--- src/rtl/mem_store_monitor_if.sv ---
// Core memory-bus snoop and FIFO drain port of mem_store_monitor.
// master = core/consumer side, slave = monitor side.
interface mem_store_monitor_if #(
  parameter int DEPTH = 8
);
  localparam int CW = $clog2(DEPTH + 1);

  logic          MemWrite;
  logic [31:0]   Adr;
  logic [31:0]   WriteData;
  logic [31:0]   PC;
  logic          rd_en;
  logic          rd_valid;
  logic [31:0]   rd_adr;
  logic [31:0]   rd_data;
  logic [31:0]   rd_pc;
  logic [CW-1:0] count;

  modport slave (
    input  MemWrite, Adr, WriteData, PC, rd_en,
    output rd_valid, rd_adr, rd_data, rd_pc, count
  );

  modport master (
    output MemWrite, Adr, WriteData, PC, rd_en,
    input  rd_valid, rd_adr, rd_data, rd_pc, count
  );
endinterface

--- src/rtl/mem_store_monitor.sv ---
// Store monitor: captures core stores into a show-ahead FIFO and detects end-of-test.
// Optional watchdog enabled by defining MON_WATCHDOG_EN.
module mem_store_monitor #(
  parameter int          DEPTH     = 8,
  parameter logic [31:0] DONE_ADDR = 32'h0000_0064,
  parameter logic [31:0] DONE_DATA = 32'h0000_0007,
  parameter int          TIMEOUT   = 1000
) (
  input  logic                clk,
  input  logic                reset_n,
  input  logic                start,
  mem_store_monitor_if.slave  bus,
  output logic                overflow,
  output logic [15:0]         store_cnt,
  output logic                done,
  output logic                pass,
  output logic                timeout
);
  localparam int AW = $clog2(DEPTH);
  localparam int CW = $clog2(DEPTH + 1);

  typedef enum logic [1:0] {IDLE, RUN, PASS, FAIL} state_t;

  typedef struct packed {
    logic [31:0] adr;
    logic [31:0] data;
    logic [31:0] pc;
  } entry_t;

  state_t        r_state;
  entry_t        r_mem [DEPTH];
  logic [AW-1:0] r_wr_ptr, r_rd_ptr;
  logic [CW-1:0] r_count;
  logic          r_overflow;
  logic [15:0]   r_store_cnt;

  logic   w_cap, w_end, w_pop, w_push, w_full;
  entry_t w_head;

  assign w_cap  = (r_state == RUN) && bus.MemWrite;
  assign w_end  = w_cap && (bus.Adr == DONE_ADDR);
  assign w_full = (r_count == CW'(DEPTH));
  assign w_pop  = bus.rd_en && (r_count != '0);
  // A pop on a full FIFO frees the slot the concurrent push lands in.
  assign w_push = w_cap && (!w_full || w_pop);

`ifdef MON_WATCHDOG_EN
  logic [31:0] r_wdog;
  logic        r_to;
  logic [31:0] w_wdog_nxt;
  assign w_wdog_nxt = r_wdog + 32'd1;
  assign timeout    = r_to;
`else
  assign timeout    = 1'b0;
`endif

  always_ff @(posedge clk or negedge reset_n) begin
    if (!reset_n) begin
      r_state     <= IDLE;
      r_wr_ptr    <= '0;
      r_rd_ptr    <= '0;
      r_count     <= '0;
      r_overflow  <= 1'b0;
      r_store_cnt <= '0;
`ifdef MON_WATCHDOG_EN
      r_wdog      <= '0;
      r_to        <= 1'b0;
`endif
    end else begin
      if (w_push) r_wr_ptr <= r_wr_ptr + 1'b1;
      if (w_pop)  r_rd_ptr <= r_rd_ptr + 1'b1;
      case ({w_push, w_pop})
        2'b10:   r_count <= r_count + 1'b1;
        2'b01:   r_count <= r_count - 1'b1;
        default: r_count <= r_count;
      endcase
      if (w_cap && !w_push) r_overflow <= 1'b1;
      if (w_cap && (r_store_cnt != 16'hFFFF)) r_store_cnt <= r_store_cnt + 16'd1;

      case (r_state)
        IDLE: if (start) begin
          r_state <= RUN;
`ifdef MON_WATCHDOG_EN
          r_wdog  <= '0;
`endif
        end
        RUN: begin
          // The end-of-test store takes priority over a coincident watchdog expiry.
          if (w_end) begin
            r_state <= (bus.WriteData == DONE_DATA) ? PASS : FAIL;
          end
`ifdef MON_WATCHDOG_EN
          else begin
            r_wdog <= w_wdog_nxt;
            if (w_wdog_nxt == 32'(TIMEOUT)) begin
              r_state <= FAIL;
              r_to    <= 1'b1;
            end
          end
`endif
        end
        default: r_state <= r_state;
      endcase
    end
  end

  always_ff @(posedge clk) begin
    if (w_push) r_mem[r_wr_ptr] <= '{adr: bus.Adr, data: bus.WriteData, pc: bus.PC};
  end

  assign w_head       = r_mem[r_rd_ptr];
  assign bus.rd_valid = (r_count != '0);
  assign bus.rd_adr   = bus.rd_valid ? w_head.adr  : '0;
  assign bus.rd_data  = bus.rd_valid ? w_head.data : '0;
  assign bus.rd_pc    = bus.rd_valid ? w_head.pc   : '0;
  assign bus.count    = r_count;

  assign overflow  = r_overflow;
  assign store_cnt = r_store_cnt;
  assign done      = (r_state == PASS) || (r_state == FAIL);
  assign pass      = (r_state == PASS);
endmodule

--- src/flat_wrapper.sv ---
// flat-port wrapper written by rule: the top's interface ports become plain ports
module mem_store_monitor_flat 
#(
  parameter int          DEPTH     = 8,
  parameter logic [31:0] DONE_ADDR = 32'h0000_0064,
  parameter logic [31:0] DONE_DATA = 32'h0000_0007,
  parameter int          TIMEOUT   = 1000
)
  (clk, reset_n, start, overflow, store_cnt, done, pass, timeout, bus_MemWrite, bus_Adr, bus_WriteData, bus_PC, bus_rd_en, bus_rd_valid, bus_rd_adr, bus_rd_data, bus_rd_pc, bus_count);
  mem_store_monitor_if #(.DEPTH(DEPTH)) bus_i ();
  input  logic clk;
  input  logic reset_n;
  input  logic start;
  output logic overflow;
  output logic [15:0] store_cnt;
  output logic done;
  output logic pass;
  output logic timeout;
  input wire logic [$bits(bus_i.MemWrite)-1:0] bus_MemWrite;
  input wire logic [$bits(bus_i.Adr)-1:0] bus_Adr;
  input wire logic [$bits(bus_i.WriteData)-1:0] bus_WriteData;
  input wire logic [$bits(bus_i.PC)-1:0] bus_PC;
  input wire logic [$bits(bus_i.rd_en)-1:0] bus_rd_en;
  output wire logic [$bits(bus_i.rd_valid)-1:0] bus_rd_valid;
  output wire logic [$bits(bus_i.rd_adr)-1:0] bus_rd_adr;
  output wire logic [$bits(bus_i.rd_data)-1:0] bus_rd_data;
  output wire logic [$bits(bus_i.rd_pc)-1:0] bus_rd_pc;
  output wire logic [$bits(bus_i.count)-1:0] bus_count;
  assign bus_i.MemWrite = bus_MemWrite;
  assign bus_i.Adr = bus_Adr;
  assign bus_i.WriteData = bus_WriteData;
  assign bus_i.PC = bus_PC;
  assign bus_i.rd_en = bus_rd_en;
  assign bus_rd_valid = bus_i.rd_valid;
  assign bus_rd_adr = bus_i.rd_adr;
  assign bus_rd_data = bus_i.rd_data;
  assign bus_rd_pc = bus_i.rd_pc;
  assign bus_count = bus_i.count;
  mem_store_monitor #(.DEPTH(DEPTH), .DONE_ADDR(DONE_ADDR), .DONE_DATA(DONE_DATA), .TIMEOUT(TIMEOUT)) u_core (.clk(clk), .reset_n(reset_n), .start(start), .bus(bus_i), .overflow(overflow), .store_cnt(store_cnt), .done(done), .pass(pass), .timeout(timeout));
endmodule
--- config.mk ---
export PLATFORM = sky130hd
export DESIGN_NAME = mem_store_monitor_flat
export DESIGN_NICKNAME = d
export VERILOG_FILES = /design/src/rtl/mem_store_monitor_if.sv /design/src/rtl/mem_store_monitor.sv /design/src/flat_wrapper.sv
export SDC_FILE = /design/constraint.sdc
export NUM_CORES = 1
export LEC_CHECK = 0
export ABC_CLOCK_PERIOD_IN_PS = 12350
export CAP_MARGIN = 30
export CORE_MARGIN = 4
export CORE_UTILIZATION = 61
export CTS_BUF_LIST = sky130_fd_sc_hd__clkbuf_2
export DETAILED_ROUTE_END_ITERATION = 12
export GPL_TIMING_DRIVEN = 0
export PLACE_DENSITY = 0.82
export SLEW_MARGIN = 5
export SYNTH_ARGS = -nofsm -noshare
export SYNTH_HDL_FRONTEND = slang
export SYNTH_SLANG_ARGS = --single-unit
--- constraint.sdc ---
create_clock -name clk -period 12.35 [get_ports clk]
set_input_delay 2.47 -clock clk [delete_from_list [all_inputs] [get_ports clk]]
set_output_delay 2.47 -clock clk [all_outputs]
set_load 0.005 [all_outputs]
# After elaboration in Yosys (flattened, before gate mapping)
# Memory sizes are Yosys's and may differ from the RTL's.
# Cells that the tools add are included.
# op_classes
reduce_logical	15
muxes	10
n_addsub	5
n_eq_ne	11
# ops
operator	count
32-bit 2-to-1 mux	3
32-bit by 3-bit == test with 1-bit output (second input constant)	1
32-bit by 7-bit == test with 1-bit output (second input constant)	1
16-bit by 1-bit adder with 16-bit output (second input constant)	1
16-bit inequality test (second input constant)	1
4-bit case mux with 2 select lines	1
3-bit by 1-bit adder with 3-bit output (second input constant)	2
2-bit == test (second input constant)	3
1-bit logical AND	6
4-bit by 1-bit adder with 4-bit output (second input constant)	1
2-bit by 1-bit == test with 1-bit output (second input constant)	2
4-bit == test (second input constant)	1
2-bit 2-to-1 mux	2
2-bit case mux with 2 select lines	1
2-bit nonzero test	2
4-bit nonzero test	1
4-bit by 1-bit subtractor with 4-bit output (second input constant)	1
1-bit 2-to-1 mux	3
3-bit AND reduction	1
1-bit logical NOT	2
2-bit logical NOT	1
1-bit logical OR	2
2-bit by 1-bit inequality test with 1-bit output (second input constant)	1
2-bit inequality test (second input constant)	1
# totals
ram_bits	768
inputBits	101
regBits	29
memories	1
# mem_list
memory	words	word_bits	read_ports	rd_clocked_by_memory_dff	wr	line_no	source
u_core.r_mem	8	96	1	0	1	mem_store_monitor.sv:31	entry_t r_mem [DEPTH];

# Logic depth before layout (Yosys ltp)
# Gate-level depths: netlist (run 1).
# depth
ltp_word	6
depth_mapped	7
depth_no_buf	7

# Worst setup path after synthesis (run 1)
# OpenSTA, ideal clock, no wires.
# synth_timing
kind	input port to flip-flop
start	input port bus_MemWrite
end	memory u_core.r_mem[0][0] in the netlist's numbering (enable)
setup_slack_ns	-0.318
t_arrival_ns	11.882
cell_stages	3
path_buffers	0
t_required_ns	11.564
path_cell_list	and3b_1 > nand2_1 > nor4_1
# synth_via
elab_chain_cells	4
# synth_lines
item	line_no	source
from (decl)	flat_wrapper.sv:19	input wire logic [$bits(bus_i.MemWrite)-1:0] bus_MemWrite;
1-bit logical AND	mem_store_monitor.sv:40	assign w_cap = (r_state == RUN) && bus.MemWrite;
1-bit logical AND	mem_store_monitor.sv:45	assign w_push = w_cap && (!w_full || w_pop);
1-bit 2-to-1 mux	mem_store_monitor.sv:108	if (w_push) r_mem[r_wr_ptr] <= '{adr: bus.Adr, data: bus.WriteData, pc: bus.PC};
1-bit 2-to-1 mux (not written as such)	mem_store_monitor.sv:108	
to (decl)	mem_store_monitor.sv:31	
# Every way passes these cells.

# Worst setup path in the final report (run 1)
# layout_timing
start	register u_core.r_rd_ptr[1]
end	output port bus_rd_pc[24]
# layout_via
elab_chain_cells	2
# layout_lines
item	line_no	source
from (decl)	mem_store_monitor.sv:32	logic [AW-1:0] r_wr_ptr, r_rd_ptr;
from (signal assigned)	mem_store_monitor.sv:71	if (w_pop) r_rd_ptr <= r_rd_ptr + 1'b1;
memory 8 x 96 bit	--	
32-bit 2-to-1 mux	mem_store_monitor.sv:115	assign bus.rd_pc = bus.rd_valid ? w_head.pc : '0;
to (decl)	flat_wrapper.sv:27	output wire logic [$bits(bus_i.rd_pc)-1:0] bus_rd_pc;
# Every way passes these cells.

==> impl_metrics.toml, run 1 <==
[timing]
fin_tns_setup_ns = 0
finalHoldViolCount = 0
maxSlewViolCount = 0
skew_ns = 0.08243
setup_viol_count_final = 0
holdWs_ns = 0.5126
maxSlewHeadroom_pct = 31.11
worst_pin_slew_ns = 1.019
min_period_ns = 6.576
rsz0062_at_grt = "no"
fin_crit_sh_pct = 53.25
fmax_ghz = 0.1521

[synth]
yosys_warnings = 0
seq_area_frac_synth_pct = 77.14
async_flop_share_pct = 3.639
synth_area_um2 = 30840
avgSynthCellArea_um2 = 22.30
yosysUniqueCellTypes = 47
synth_ff_type = "edfxtp_1"
syn_nets = 1490
synth_edf_count = 768
ys_ff_latch = 797
synth_cells = 1383

[final_layout]
drive_above_1_share_pct = 30.93
nNetsFinal = 1972
area_delta_synth_final_pct = 18.75
final_cell_mix = "768 x edfxtp_1, 262 x clkbuf_2, 220 x clkdlybuf4s50_1"
final_common_cell = "edfxtp_1"

[worst_setup_path]
cp-end-kind = "output port"
arrival_ns = 4.11
critical_path.startpoint_type = "register"
critPathRequiredTime_ns = 9.88
cp_max_fo = 10
crit_type = "reg2out"

[clock_network]
path_clk_slew_ns = 0.10
hold_buffers = 0
cts-root-buf = "clkbuf_2"
post_cts_buffers = 0
cts.sinks = 797
clk_path_buf_depth = 3
cts_max_level = 4
cts_tree = "done"
worstSkewPairLatency_ns = 1.36
cts-resized-gates = 0
cts_made_buffers = 184

[min_path]
hold_class = "reg2reg"

[placement]
place_congestion = 0.8397
numPortBuffers = 220
dpl.hpwl_mm = 44.35

[routing]
wl_per_cell_um = 25.35
via_per_inst = 5.996
dr.first_iter.drc_count = 1636
final_antenna_net_count = 0
firstDrtPassIters = 5
totalWireLength_mm = 67.91
vias = 16060
remaining_drc_errors = 0

[global_routing]
gr-total-overflow = 0
grt_pass1_vias = 16890
antenna_found_initial = 12
grt_max_degree = 26
grtUsageTotal_pct = 25.80
grt_pass1_wl_mm = 101.8

[floorplan]
fp.dieH_um = 232.8
start_util_pct = 61.59
top_level_ports = 222
dieArea_um2 = 54210
core-area_um2 = 50070
rows = 82
die_width_um = 232.8

[flow_run]
drv_cap = 0

[power]
p_leak_nw = 12.60
power_density_nw_per_um2 = 225.3
ir_drop_v = 0.0001137

[status]
outcome = "finished, final reports clean"
[critical path: stages, from the launching register on]
cell and delay (ns):
dfrtp_1 0.49, clkbuf_1 0.63, buf_2 0.43, mux4_2 0.25, mux2i_1 0.07, nor2_1 0.30
clkdlybuf4s50_1 0.57
[registers in the layout, indices dropped and copies added, names as in the netlist]
register          cells
u_core.r_mem        768
u_core.store_cnt     16
u_core.bus.count      4
u_core.overflow       1
u_core.r_rd_ptr       3
u_core.r_state        2
u_core.r_wr_ptr       3
[worst paths after layout]
path                                 startpoint                   end  slack [ns]  cells past startpoint
max                          u_core.r_rd_ptr[1]         bus_rd_pc[24]        5.77                      6
min                        u_core.store_cnt[15]  u_core.store_cnt[15]        0.51                      1
max reg2reg                   u_core.r_state[1]   u_core.r_mem[4][43]        8.89                      8
min reg2reg                u_core.store_cnt[15]  u_core.store_cnt[15]        0.51                      1
max in group asynchronous               reset_n   u_core.store_cnt[2]       10.33                      2
min in group asynchronous               reset_n  u_core.store_cnt[14]        1.44                      1
[per-stage QoR]
step	setup WS [ns]	instances	total power, mW	area (um2)	utilization, %
2_1_floorplan	2.054	1383	5.274	30840	-
3_5_place_dp	6.469	2350	6.673	34900	69.71
4_1_cts	5.560	2672	8.326	36590	73.09
3_3_place_gp	-4.835	2275	6.600	33890	67.68
5_1_grt	5.524	2679	8.672	36620	73.14
6_report	5.774	2679	8.250	36620	73.14
[cell type report]
type	instances	area [um2]
Sequential cell	797	23790
Clock buffer	262	1311
Antenna cell	6	15.01
Tap cell	672	840.8
Clock inverter	60	380.4
Fill cell	2914	13450
Inverter	6	22.52
Buffer	68	447.9
Timing Repair Buffer	296	3177
Multi-Input combinational cell	512	6636
[where the power goes]
part	internal [mW]	total, mW	switching (mW)
clock	0.674	1.66	0.987
combinational	1.61	3.10	1.48
sequential	3.37	3.49	0.124
[synthesized netlist by cell type (2+ instances only)]
master / count / area (um2)
mux4_2: 192 / 4324
ha_1: 5 / 62.56
clkbuf_1: 7 / 26.28
nor4_1: 19 / 118.9
inv_1: 5 / 18.77
mux2i_1: 97 / 970.9
edfxtp_1: 768 / 23060
nand2_1: 11 / 41.29
nand3_1: 6 / 30.03
a21oi_1: 3 / 15.01
nand2b_1: 2 / 12.51
dfrtp_1: 29 / 725.7
xor2_1: 16 / 140.1
buf_1: 7 / 26.28
nor3_1: 10 / 50.05
nor4bb_1: 2 / 20.02
a22oi_1: 2 / 15.01
nand4_1: 11 / 68.82
nor4b_1: 3 / 26.28
xnor2_1: 6 / 52.55
mux2_1: 3 / 33.78
buf_6: 19 / 214.0
buf_2: 33 / 165.2
nor2_1: 104 / 390.4
[logic make-up after synthesis]
kind of cell / synth area share [%]
DFF: 77.14
muxes: 17.33
and+or+nand+nor: 2.852
buffers and inverters: 1.526
xor gates and xnor gates: 0.6248
AOI/OAI and AO/OA: 0.2475
adders and majority gates: 0.2678
other: 0.01216
[layer usage]
| layer | wire [um] | up-vias | part of all wire, % | global-route usage, % |
|---|---|---|---|---|
| li1 | - | 6867 | - | - |
| met1 | 26760 | 8358 | 39 | 35.04 |
| met2 | 34160 | 714 | 50 | 40.80 |
| met3 | 5418 | 113 | 8.0 | 7.578 |
| met4 | 1497 | 12 | 2.2 | 9.096 |
| met5 | 71 | - | 0.10 | 0 |
Note: power is estimated with default switching activity, not from simulation.
==> run 2: changes to the inputs <==
ABC_CLOCK_PERIOD_IN_PS = 6500   (was 12350)
clock period = 6.5 ns   (was 12.35 ns; I/O delays follow)
==> run 2 against run 1 <==
Clock power rose by 83%. Largest cell class unchanged. Critical path depth fell by 1. Die area did not move.
==> impl_metrics.toml, run 2 (same netlist as run 1, synthesis figures left out) <==
[timing]
maxSlewViolCount = 0
rsz0062_at_grt = "no"
min_period_ns = 5.433
fmax_ghz = 0.1840
holdWs_ns = 0.3619
worst_pin_slew_ns = 0.9498
skew_ns = 0.05072
fin_crit_sh_pct = 83.59
maxSlewHeadroom_pct = 36.68
setup_viol_count_final = 0
finalHoldViolCount = 0

[placement]
numPortBuffers = 220
dpl.hpwl_mm = 43.67
place_congestion = 0.8423
dp_cells = 2343

[clock_network]
hold_buffers = 0
cts_tree = "done"
post_cts_buffers = 0
cts-root-buf = "clkbuf_2"
clk_path_buf_depth = 3
cts_made_buffers = 182
cts-resized-gates = 0
cts.sinks = 797
path_clk_slew_ns = 0.11
worstSkewPairLatency_ns = 1.29
cts_max_level = 4

[floorplan]
start_util_pct = 61.59
fp.dieH_um = 232.8
rows = 82
dieArea_um2 = 54210
top_level_ports = 222
die_width_um = 232.8
core-area_um2 = 50070

[worst_setup_path]
crit_path_start = "u_core.r_rd_ptr[2]"
critical_path.startpoint_type = "register"
cp-end-kind = "output port"
arrival_ns = 4.13
rr_startpoint = "u_core.r_state[1]"
critPathRequiredTime_ns = 5.20
cp_max_fo = 10
crit_type = "reg2out"

[status]
outcome = "finished, final reports clean"

[final_layout]
drive_above_1_share_pct = 30.25
largest_reg_flops = 768
seq_area_um2 = 23790
final_cells = 2665
nNetsFinal = 1962
multi_input_area_um2 = 6643
regMostFlops = "u_core.r_mem"
final_cell_mix = "768 x edfxtp_1, 261 x clkbuf_2, 220 x clkdlybuf4s50_1"
post-route-util_pct = 72.86
final_common_cell = "edfxtp_1"
area_delta_synth_final_pct = 18.29
n_fill_cell = 2922

[power]
p_leak_nw = 12.53
ir_drop_v = 0.0002334
power_density_nw_per_um2 = 425.6

[flow_run]
drv_cap = 0

[routing]
totalWireLength_mm = 67.10
via_per_inst = 5.932
dr.first_iter.drc_count = 1627
final_antenna_net_count = 0
firstDrtPassIters = 5
wl_per_cell_um = 25.18
vias = 15810
remaining_drc_errors = 0

[global_routing]
grt_pass1_wl_mm = 100.9
grtUsageTotal_pct = 25.58
grt_max_degree = 24
grt_pass1_vias = 16670
antenna_found_initial = 9
gr-total-overflow = 0

[min_path]
hold_class = "in2async"
## run 2: per-stage QoR
step / instance area, um2 / TNS [ns] / power, mW / setup slack (ns)
floorplan: 30860 / -782.93 / 9.996 / -2.410
global placement: 33900 / -4083.72 / 12.49 / -9.375
detailed placement: 34860 / 0 / 12.67 / 2.001
CTS: 36470 / 0 / 15.69 / 0.8448
global route: 36480 / 0 / 16.34 / 0.8596
finish: 36480 / 0 / 15.52 / 1.067
## run 2: layout make-up
| class | count | area share (%) |
|---|---|---|
| Clock buffer | 261 | 3.581 |
| Clock inverter | 58 | 0.8300 |
| Inverter | 6 | 0.06174 |
| Sequential cell | 797 | 65.21 |
| Buffer | 68 | 1.228 |
| Multi-Input combinational cell | 512 | 18.21 |
| Tap cell | 672 | 2.305 |
| Timing Repair Buffer | 288 | 8.554 |
| Antenna cell | 3 | 0.02058 |
## run 2: metal layers
metal	up-vias	global-route usage [%]	routed length [um]
met5	-	0	58
met4	10	8.442	1319
met3	97	7.725	5663
met2	734	40.35	33850
met1	8143	34.99	26210
li1	6826	-	-
## run 2: critical path: stages (launching register included)
cell and delay (ns):
dfrtp_1 0.37, clkbuf_1 0.61, buf_1 0.78, mux2i_1 0.22, nor2_1 0.28, clkdlybuf4s50_1 0.58
## run 2: worst paths after layout
path	endpoint	slack [ns]	depth (start not counted)
worst max-delay path	bus_rd_pc[8]	1.07	5
worst min-delay path	u_core.store_cnt[8]	0.36	1
worst max register to register	u_core.r_mem[4][36]	3.27	7
worst min register to register	u_core.store_cnt[15]	0.51	1
max in group asynchronous	u_core.bus.count[1]	5.60	2
min in group clk	u_core.store_cnt[15]	0.51	1
## run 2: where the power goes
group,internal [mW],switching (mW)
Clock,1.19,1.84
Combinational,3.06,2.80
Sequential,6.40,0.232
Total,10.6,4.88
